### config.mk
export PLATFORM = sky130hd
export DESIGN_NAME = local_result_sched
export DESIGN_NICKNAME = d
export VERILOG_FILES = /design/src/rtl/local_result_pkg.sv /design/src/rtl/rr_arb2.sv /design/src/rtl/local_result_sched.sv
export SDC_FILE = /design/constraint.sdc
export NUM_CORES = 1
export LEC_CHECK = 0
export BUFFER_PORTS_ARGS = -buffer_cell sky130_fd_sc_hd__buf_2
export CAP_MARGIN = 20
export CORE_AREA = 2 2 82 99
export CTS_BUF_LIST = sky130_fd_sc_hd__clkbuf_16
export DETAILED_ROUTE_END_ITERATION = 8
export DIE_AREA = 0 0 84 101
export GPL_TIMING_DRIVEN = 0
export PLACE_DENSITY = 0.85
export SLEW_MARGIN = 15
export SYNTH_ARGS = -nofsm -noshare
export SYNTH_HDL_FRONTEND = slang
export SYNTH_SLANG_ARGS = --single-unit
### constraint.sdc
create_clock -name clk -period 3 [get_ports clk]
set_clock_uncertainty 0.15 [all_clocks]
set_input_delay 0.6 -clock clk [delete_from_list [all_inputs] [get_ports clk]]
set_output_delay 0.6 -clock clk [all_outputs]
set_load 0.01 [all_outputs]
### src/rtl/local_result_pkg.sv
// Shared types and defaults for the local result memory tile scheduler.
package local_result_pkg;

  localparam int unsigned DATA_W_DEF = 32;
  localparam int unsigned DEPTH_DEF  = 16;

  typedef enum logic [1:0] {
    IDLE  = 2'd0,
    FILL  = 2'd1,
    DRAIN = 2'd2,
    DONE  = 2'd3
  } state_e;

endpackage

### src/rtl/rr_arb2.sv
// Two-requester round-robin arbiter; the pointer flips to the other requester after each grant.
module rr_arb2 (
  input  logic       clk,
  input  logic       rst,
  input  logic       en,
  input  logic [1:0] req,
  output logic [1:0] gnt
);

  logic ptr;

  // A lone requester always wins; on contention the pointer picks the winner
  always_comb begin
    gnt = 2'b00;
    if (en) begin
      case (req)
        2'b01:   gnt = 2'b01;
        2'b10:   gnt = 2'b10;
        2'b11:   gnt = ptr ? 2'b10 : 2'b01;
        default: gnt = 2'b00;
      endcase
    end
  end

  always_ff @(posedge clk or negedge rst) begin
    if (!rst) begin
      ptr <= 1'b0;
    end else if (|gnt) begin
      ptr <= gnt[0];
    end
  end

endmodule

### src/rtl/local_result_sched.sv
// Tile scheduler: fills the result memory from two producers, then drains the tile
// to the output bus with a registered valid/ready stage.
module local_result_sched
  import local_result_pkg::*;
#(
  parameter int unsigned DATA_W = DATA_W_DEF,
  parameter int unsigned DEPTH  = DEPTH_DEF
) (
  input  logic                     clk,
  input  logic                     rst,
  input  logic                     cfg_start,
  input  logic [$clog2(DEPTH):0]   cfg_len,
  input  logic                     wr0_valid,
  input  logic [DATA_W-1:0]        wr0_data,
  output logic                     wr0_ready,
  input  logic                     wr1_valid,
  input  logic [DATA_W-1:0]        wr1_data,
  output logic                     wr1_ready,
  output logic                     rd_valid,
  output logic [DATA_W-1:0]        rd_data,
  input  logic                     rd_ready,
  output logic                     mem_we,
  output logic [$clog2(DEPTH)-1:0] mem_waddr,
  output logic [DATA_W-1:0]        mem_wdata,
  output logic                     mem_re,
  output logic [$clog2(DEPTH)-1:0] mem_raddr,
  input  logic [DATA_W-1:0]        mem_rdata,
  output logic                     busy,
  output logic                     done,
  output logic                     err_start
);

  localparam int unsigned AW = $clog2(DEPTH);
  // One extra counter bit so a full-depth tile does not wrap
  localparam int unsigned CW = AW + 1;
  localparam logic [CW-1:0] LEN_MAX = CW'(DEPTH);

  state_e        state;
  state_e        state_nxt;
  logic [CW-1:0] len_q;
  logic [CW-1:0] wr_cnt;
  logic [CW-1:0] rd_cnt;
  logic [CW-1:0] ack_cnt;
  logic          rd_inflight;

  logic [1:0]    req;
  logic [1:0]    gnt;
  logic          fill_en;
  logic          len_ok;
  logic          start_ok;
  logic          rd_hs;
  logic          issue;

  assign req     = {wr1_valid, wr0_valid};
  assign fill_en = (state == FILL);

  rr_arb2 u_arb (
    .clk (clk),
    .rst (rst),
    .en  (fill_en),
    .req (req),
    .gnt (gnt)
  );

  // Next-state, handshake decode and memory port drive
  always_comb begin
    state_nxt = state;
    len_ok    = (cfg_len != '0) && (cfg_len <= LEN_MAX);
    start_ok  = cfg_start && len_ok && (state == IDLE);
    rd_hs     = rd_valid && rd_ready;
    issue     = (state == DRAIN) && (rd_cnt < len_q) && !rd_inflight &&
                (!rd_valid || rd_ready);

    wr0_ready = gnt[0];
    wr1_ready = gnt[1];
    mem_we    = |gnt;
    mem_waddr = mem_we ? wr_cnt[AW-1:0] : '0;
    case (gnt)
      2'b01:   mem_wdata = wr0_data;
      2'b10:   mem_wdata = wr1_data;
      default: mem_wdata = '0;
    endcase
    mem_re    = issue;
    mem_raddr = issue ? rd_cnt[AW-1:0] : '0;
    busy      = (state == FILL) || (state == DRAIN);
    done      = (state == DONE);

    case (state)
      IDLE:    if (start_ok) state_nxt = FILL;
      FILL:    if (mem_we && (CW'(wr_cnt + 1'b1) == len_q)) state_nxt = DRAIN;
      DRAIN:   if (rd_hs && (CW'(ack_cnt + 1'b1) == len_q)) state_nxt = DONE;
      DONE:    state_nxt = IDLE;
      default: state_nxt = IDLE;
    endcase
  end

  always_ff @(posedge clk or negedge rst) begin
    if (!rst) begin
      state <= IDLE;
    end else begin
      state <= state_nxt;
    end
  end

  // Tile length and progress counters, cleared when a tile is accepted
  always_ff @(posedge clk or negedge rst) begin
    if (!rst) begin
      len_q   <= '0;
      wr_cnt  <= '0;
      rd_cnt  <= '0;
      ack_cnt <= '0;
    end else if (start_ok) begin
      len_q   <= cfg_len;
      wr_cnt  <= '0;
      rd_cnt  <= '0;
      ack_cnt <= '0;
    end else begin
      if (mem_we) wr_cnt  <= CW'(wr_cnt + 1'b1);
      if (issue)  rd_cnt  <= CW'(rd_cnt + 1'b1);
      if (rd_hs)  ack_cnt <= CW'(ack_cnt + 1'b1);
    end
  end

  // Drain output register; read data lands one cycle after issue
  always_ff @(posedge clk or negedge rst) begin
    if (!rst) begin
      rd_inflight <= 1'b0;
      rd_valid    <= 1'b0;
      rd_data     <= '0;
    end else begin
      rd_inflight <= issue;
      if (rd_inflight) begin
        rd_valid <= 1'b1;
        rd_data  <= mem_rdata;
      end else if (rd_hs) begin
        rd_valid <= 1'b0;
      end
    end
  end

  always_ff @(posedge clk or negedge rst) begin
    if (!rst) begin
      err_start <= 1'b0;
    end else begin
      err_start <= cfg_start && !start_ok;
    end
  end

endmodule

# --- Yosys cells after proc, flatten, opt, wreduce, memory -nomap -nowiden ---
# Index checks and enable logic that the tools add are counted.
classes:
  addsub: 3
  order_cmp: 2
  n_eq_ne: 13
  n_mux: 18
  reduce_logical: 23
op_table:
  columns: ["operator", "n"]
  rows:
  - ["case mux 32 bit (2 select lines)", 1]
  - ["2-to-1 mux 5 bit", 6]
  - ["adder 5 x 1 -> 5 bit, second input constant", 3]
  - ["equality test 2 bit, second input constant", 5]
  - ["equality test 5 bit", 2]
  - ["logical AND 1 bit", 10]
  - ["2-to-1 mux 2 bit", 5]
  - ["2-to-1 mux 4 bit", 2]
  - ["case mux 2 bit (4 select lines)", 1]
  - ["nonzero test 2 bit", 4]
  - ["equality test 2 x 1 -> 1 bit, second input constant", 3]
  - ["case mux 2 bit (3 select lines)", 1]
  - ["<= comparator 5 bit, second input constant", 1]
  - ["< comparator 5 bit", 1]
  - ["nonzero test 5 bit", 1]
  - ["inequality test 2 x 1 -> 1 bit, second input constant", 2]
  - ["zero test 1 bit", 3]
  - ["AND reduction 3 bit", 1]
  - ["zero test 2 bit", 1]
  - ["logical OR 1 bit", 2]
  - ["2-to-1 mux 1 bit", 2]
  - ["inequality test 2 bit, second input constant", 1]
  - ["OR reduction 2 bit", 1]
word_totals:
  ff_bits: 58
  input_bits: 107
  out_inout_bits: 80
  wordCells: 69

# --- Logic depth before layout (Yosys ltp) ---
logic_depth:
  depth_word: 7
  depth_mapped: 9
  mapped_depth_nobuf: 8

# --- Hierarchy ---
# A second synthesis with hierarchy kept.
hier_totals:
  cells_unflattened: 320
  area_unflattened_um2: 3303.2
by_module_without_submodules:
  columns: ["mod", "n_inst", "cells_each", "area_each_um2", "seq_area_each_um2"]
  rows:
  - ["local_result_sched", 1, 312, 3241.9, 1426.4]
  - ["rr_arb2", 1, 8, 61.3, 25.0]

# --- Least setup slack after synthesis ---
# No wires, ideal clock.
synth_path:
  path_type: "register to output"
  from: "register state[1]"
  to: "output mem_wdata[11]"
  t_arrival_ns: 1.753
  t_required_ns: 2.250
  path_slack_ns: 0.497
  stages_incl_launch_ff: 9
  path_cell_list: "dfrtp_1 inv_1 ha_1 o211ai_1 inv_1 ha_1 clkbuf_1 a22oi_1 nor2b_1"
synth_via:
  elab_chain_len: 4
  elab_cells_between_ends: 5
  classes_between: "eq/ne: 3; mux: 2"
synth_rtl:
  columns: ["item", "line_no", "rtl"]
  rows:
  - ["start: declaration", "local_result_sched.sv:38", "state_e state;"]
  - ["start signal: assignment", "local_result_sched.sv:101", "state <= state_nxt;"]
  - ["equality test 2 x 1 -> 1 bit (*)", "local_result_sched.sv:55", "assign fill_en = (state == FILL);"]
  - ["2-to-1 mux 2 bit (*)", "rr_arb2.sv:15", "if (en) begin"]
  - ["net wr1_ready", "local_result_sched.sv:18", "output logic wr1_ready,"]
  - ["equality test 2 bit or equality test 2 x 1 -> 1 bit (tied branches)", "local_result_sched.sv:78", "case (gnt)"]
  - ["case mux 32 bit (2 select lines) (*)", "local_result_sched.sv:78", null]
  - ["end: declaration", "local_result_sched.sv:24", "output logic [DATA_W-1:0] mem_wdata,"]
# Mark *: on every way through the listed nets, which the timed path passes. The rest lies on a longest branch.

# --- Worst setup path after layout ---
layout_path:
  from: "register state[1]"
  to: "register state[1]"
layout_via:
  elab_chain_len: 6
  elab_cells_between_ends: 13
  classes_between: "eq/ne: 6; mux: 2; reduce/logical: 5"
layout_rtl:
  columns: ["item", "line_no", "rtl"]
  rows:
  - ["equality test 2 x 1 -> 1 bit", "local_result_sched.sv:55, local_result_sched.sv:88", null]
  - ["2-to-1 mux 2 bit", "rr_arb2.sv:15", null]
  - ["OR reduction 2 bit", "local_result_sched.sv:76", "mem_we = |gnt;"]
  - ["logical AND 1 bit", "local_result_sched.sv:90", "FILL: if (mem_we && (CW'(wr_cnt + 1'b1) == len_q)) state_nxt = DRAIN;"]
  - ["inequality test 2 x 1 -> 1 bit (no line)", null, null]
  - ["AND reduction 3 bit (no line)", null, null]
# Several ways; a longest one is shown, not always the timed one.
# A chain may end at the register's enable or synchronous reset.

==> flow_summary.ini <==
[placement]
pre_cts_ws_ns = 0.126
dpl_cell_area_sq_um = 4350
gp_congestion = 0.834
port_buffers = 186
dp_hpwl_um = 7020

[setup_path]
crit_buf_inv = 2
reg2reg_to = state[1]$_DFFE_PN0P_
rrSetupSlack_ns = 0.12
required_ns = 3.05
r2r_cells = 9
rr_startpoint = state[1]$_DFFE_PN0P_
endpoint_kind = flop
worstSetupStartpointType = flop
critical-path-top-delay-family = compound AO/OA/AOI/OAI gates
crit_slowest_cell = nor4_1
critPathKind = flop to flop
cp_max_fo = 10
worstPathArrival_ns = 2.93
crit_chain = inv_1, ha_2, o211ai_1, ha_1, clkbuf_1, nor4_1, o2bb2ai_1, a211oi_2, mux2_1
max_stage_delay_ns = 0.44

[clocking]
cts_tree = built
clock_latency_ns = 0.32
root_buffer = clkbuf_16
cts.sinks = 58
cts.path.max_buffers = 2
postCtsSetupBuffers = 0
clkTransAtPathRegs_ns = 0.05
cts_buffers = 9
cts_hold_buffers = 0
htree_levels = 3

[synth]
syn_nets = 442
synth_top_family_by_area = simple AND/OR/NAND/NOR gates
yosys_warnings = 0
async_reset_ff_share_pct = 100
synth.distinct_cells = 37
synth-edff-count = 0
synth_top_cell_area_share_pct = 44.0
ys_seq_area_share_pct = 44.0
netlist_top_cells_area = dfrtp_1 44%, mux2_2 11%, a22oi_1 7.3%
synth_top_area_cell = dfrtp_1
synth_most_common_cell = dfrtp_1
synth-compound-area-share_pct = 13.6
synth_ff_type = dfrtp_1
synth-seq-cells = 58
synth_cells = 320
yosys.area_share.adder_pct = 5.69
synth_mux_area_share_pct = 11.6
synthTopCellsByCount = 58 x dfrtp_1, 38 x nor2b_1, 32 x a22oi_1, 32 x mux2_2
synth_area_sq_um = 3300
synth-simple-area-share_pct = 15.6
avgSynthCellArea_sq_um = 10.3
synth-xor-area-share_pct = 5.80

[die]
core.rowCount = 35
initial_core_util_pct = 43.6
die-area_sq_um = 8480
io_pins = 187
core_sq_um = 7580
die_h_um = 101
die_x_um = 84

[routing]
drt-initial-drc-count = 95
dr_total_vias = 3194
wirelength_um = 9350
firstDrtPassIters = 4
drc_errors = 0
postRouteAntennaNets = 0
post_drt_wl_per_cell_um = 15.2
vias_per_cell = 5.20

[power_and_ir_drop]
vdd_drop_max_mv = 0.706
p_leak_uw = 0.00239
power_density_nw_per_um2 = 976

[cells_and_area]
antennaDiodeCount = 0
post-route-util_pct = 62.5
area_growth_pct = 43.4
fin_area_sq_um = 4730
fill_cells = 603
final_nets = 639
drive_gt1_share_pct = 48.7

[global_routing]
use_met2_pct = 42.6
grt_max_degree = 59
grt_overflow = 0
track_usage_pct = 21.5
met3_usage_pct = 4.67
grt_pass1_wl_um = 14500
antenna_found_initial = 0
use_met1_pct = 20.2
grt_pass1_vias = 3291
grt.busiest_layer = met2

[min_path]
hp-class = input pin to async pin

[timing]
setup_viol = 0
fin_crit_sh_pct = 96.1
fmax_mhz = 347
worst_slew_pin_slew_ns = 0.700
slew_viol_final = 0
hold_ws_ns = 0.185
setup_tns_ns = 0
hold_viol_final = 0
relSlewSlack_pct = 53.3
min_period_ns = 2.88
fin_ws_ns = 0.117

[status]
outcome = complete, no violations

[job]
max_cap_viol_count = 0
## report_power, final
group	leakage [uW]	internal, uW	total [uW]	switching (uW)
registers	0.000711	1140	1420	279
logic	0.00151	988	2050	1070
clock network	0.000170	802	1140	341
## cells by family (layout without fill, tap and decap cells)
logic type,after synthesis,in the layout
xor gates and xnor gates,21,21
buffers and inverters,33,235
DFF,58,58
muxes,34,34
AOI/OAI and AO/OA,61,61
and+or+nand+nor,98,98
adders and majority gates,15,15
## state kept, by name, summed over array words and instances (netlist names)
name,flops
u_arb.ptr,1
wr_cnt,5
rd_cnt,5
state,2
len_q,5
ack_cnt,5
err_start,1
rd_valid,1
rd_inflight,1
rd_data,32
## per-stage QoR
step                std cells  power (uW)
floorplan                 320        2690
global placement          598        3270
detailed placement        598        3410
CTS                       614        4600
global route              614        4920
finish                    614        4620
## placed cells by master, fill, tap and decap left out, types with 3 or more instances in the layout
| master | instances |
|---|---|
| nor2_1 | 18 |
| buf_4 | 5 |
| clkinv_2 | 3 |
| ha_2 | 3 |
| buf_2 | 185 |
| clkbuf_1 | 9 |
| nand3_1 | 8 |
| xor2_1 | 12 |
| nor2b_1 | 37 |
| xnor2_1 | 8 |
| a22oi_1 | 32 |
| o21ai_0 | 5 |
| nand2_1 | 18 |
| bufinv_16 | 3 |
| ha_1 | 12 |
| inv_1 | 15 |
| clkbuf_16 | 9 |
| mux2_2 | 32 |
| and2_1 | 5 |
| dfrtp_1 | 58 |
| o21ai_1 | 5 |
| clkbuf_4 | 4 |
| a21oi_1 | 6 |
## cell type report
type / instances / area, sq um / share of cell area [%]
multi-input cells: 229 / 1740 / 36.8
plain buffers: 18 / 98.8 / 2.09
clock inverters: 7 / 109 / 2.30
repair buffers: 186 / 933 / 19.7
flip-flops and latches: 58 / 1450 / 30.7
inverters: 15 / 56.3 / 1.19
well taps: 92 / 115 / 2.43
clock buffers: 9 / 225 / 4.76
## metal layers
metal | up-vias | part of all wire, % | wire, um
met1 | 1505 | 34 | 3210
met4 | 0 | 3.0 | 282
met3 | 23 | 6.7 | 630
met5 | - | 0 | 0
li1 | 1508 | - | -
met2 | 158 | 56 | 5230
## how the worst max path moves through the flow
stage                               from              endpoint  slack, ns  cells after the start
floorplan           state[1]$_DFFE_PN0P_         mem_wdata[11]       0.50                      8
global placement               wr0_valid         mem_wdata[27]       0.19                      9
detailed placement             wr0_valid          mem_wdata[8]       0.13                      8
CTS                 state[1]$_DFFE_PN0P_         mem_wdata[16]      0.005                      9
global route        state[1]$_DFFE_PN0P_  state[1]$_DFFE_PN0P_      -0.02                      9
finish              state[1]$_DFFE_PN0P_  state[1]$_DFFE_PN0P_       0.12                      9
## what timing repair did
item | 4_1_cts | 5_1_grt
hold endpoints to repair | 0 | 0
pin swaps | 0 | 1
gates resized for setup | 8 | 29
setup endpoints to repair | 32 | 39
cloned | 0 | 0
No activity file was read; power rests on OpenSTA's default activity.
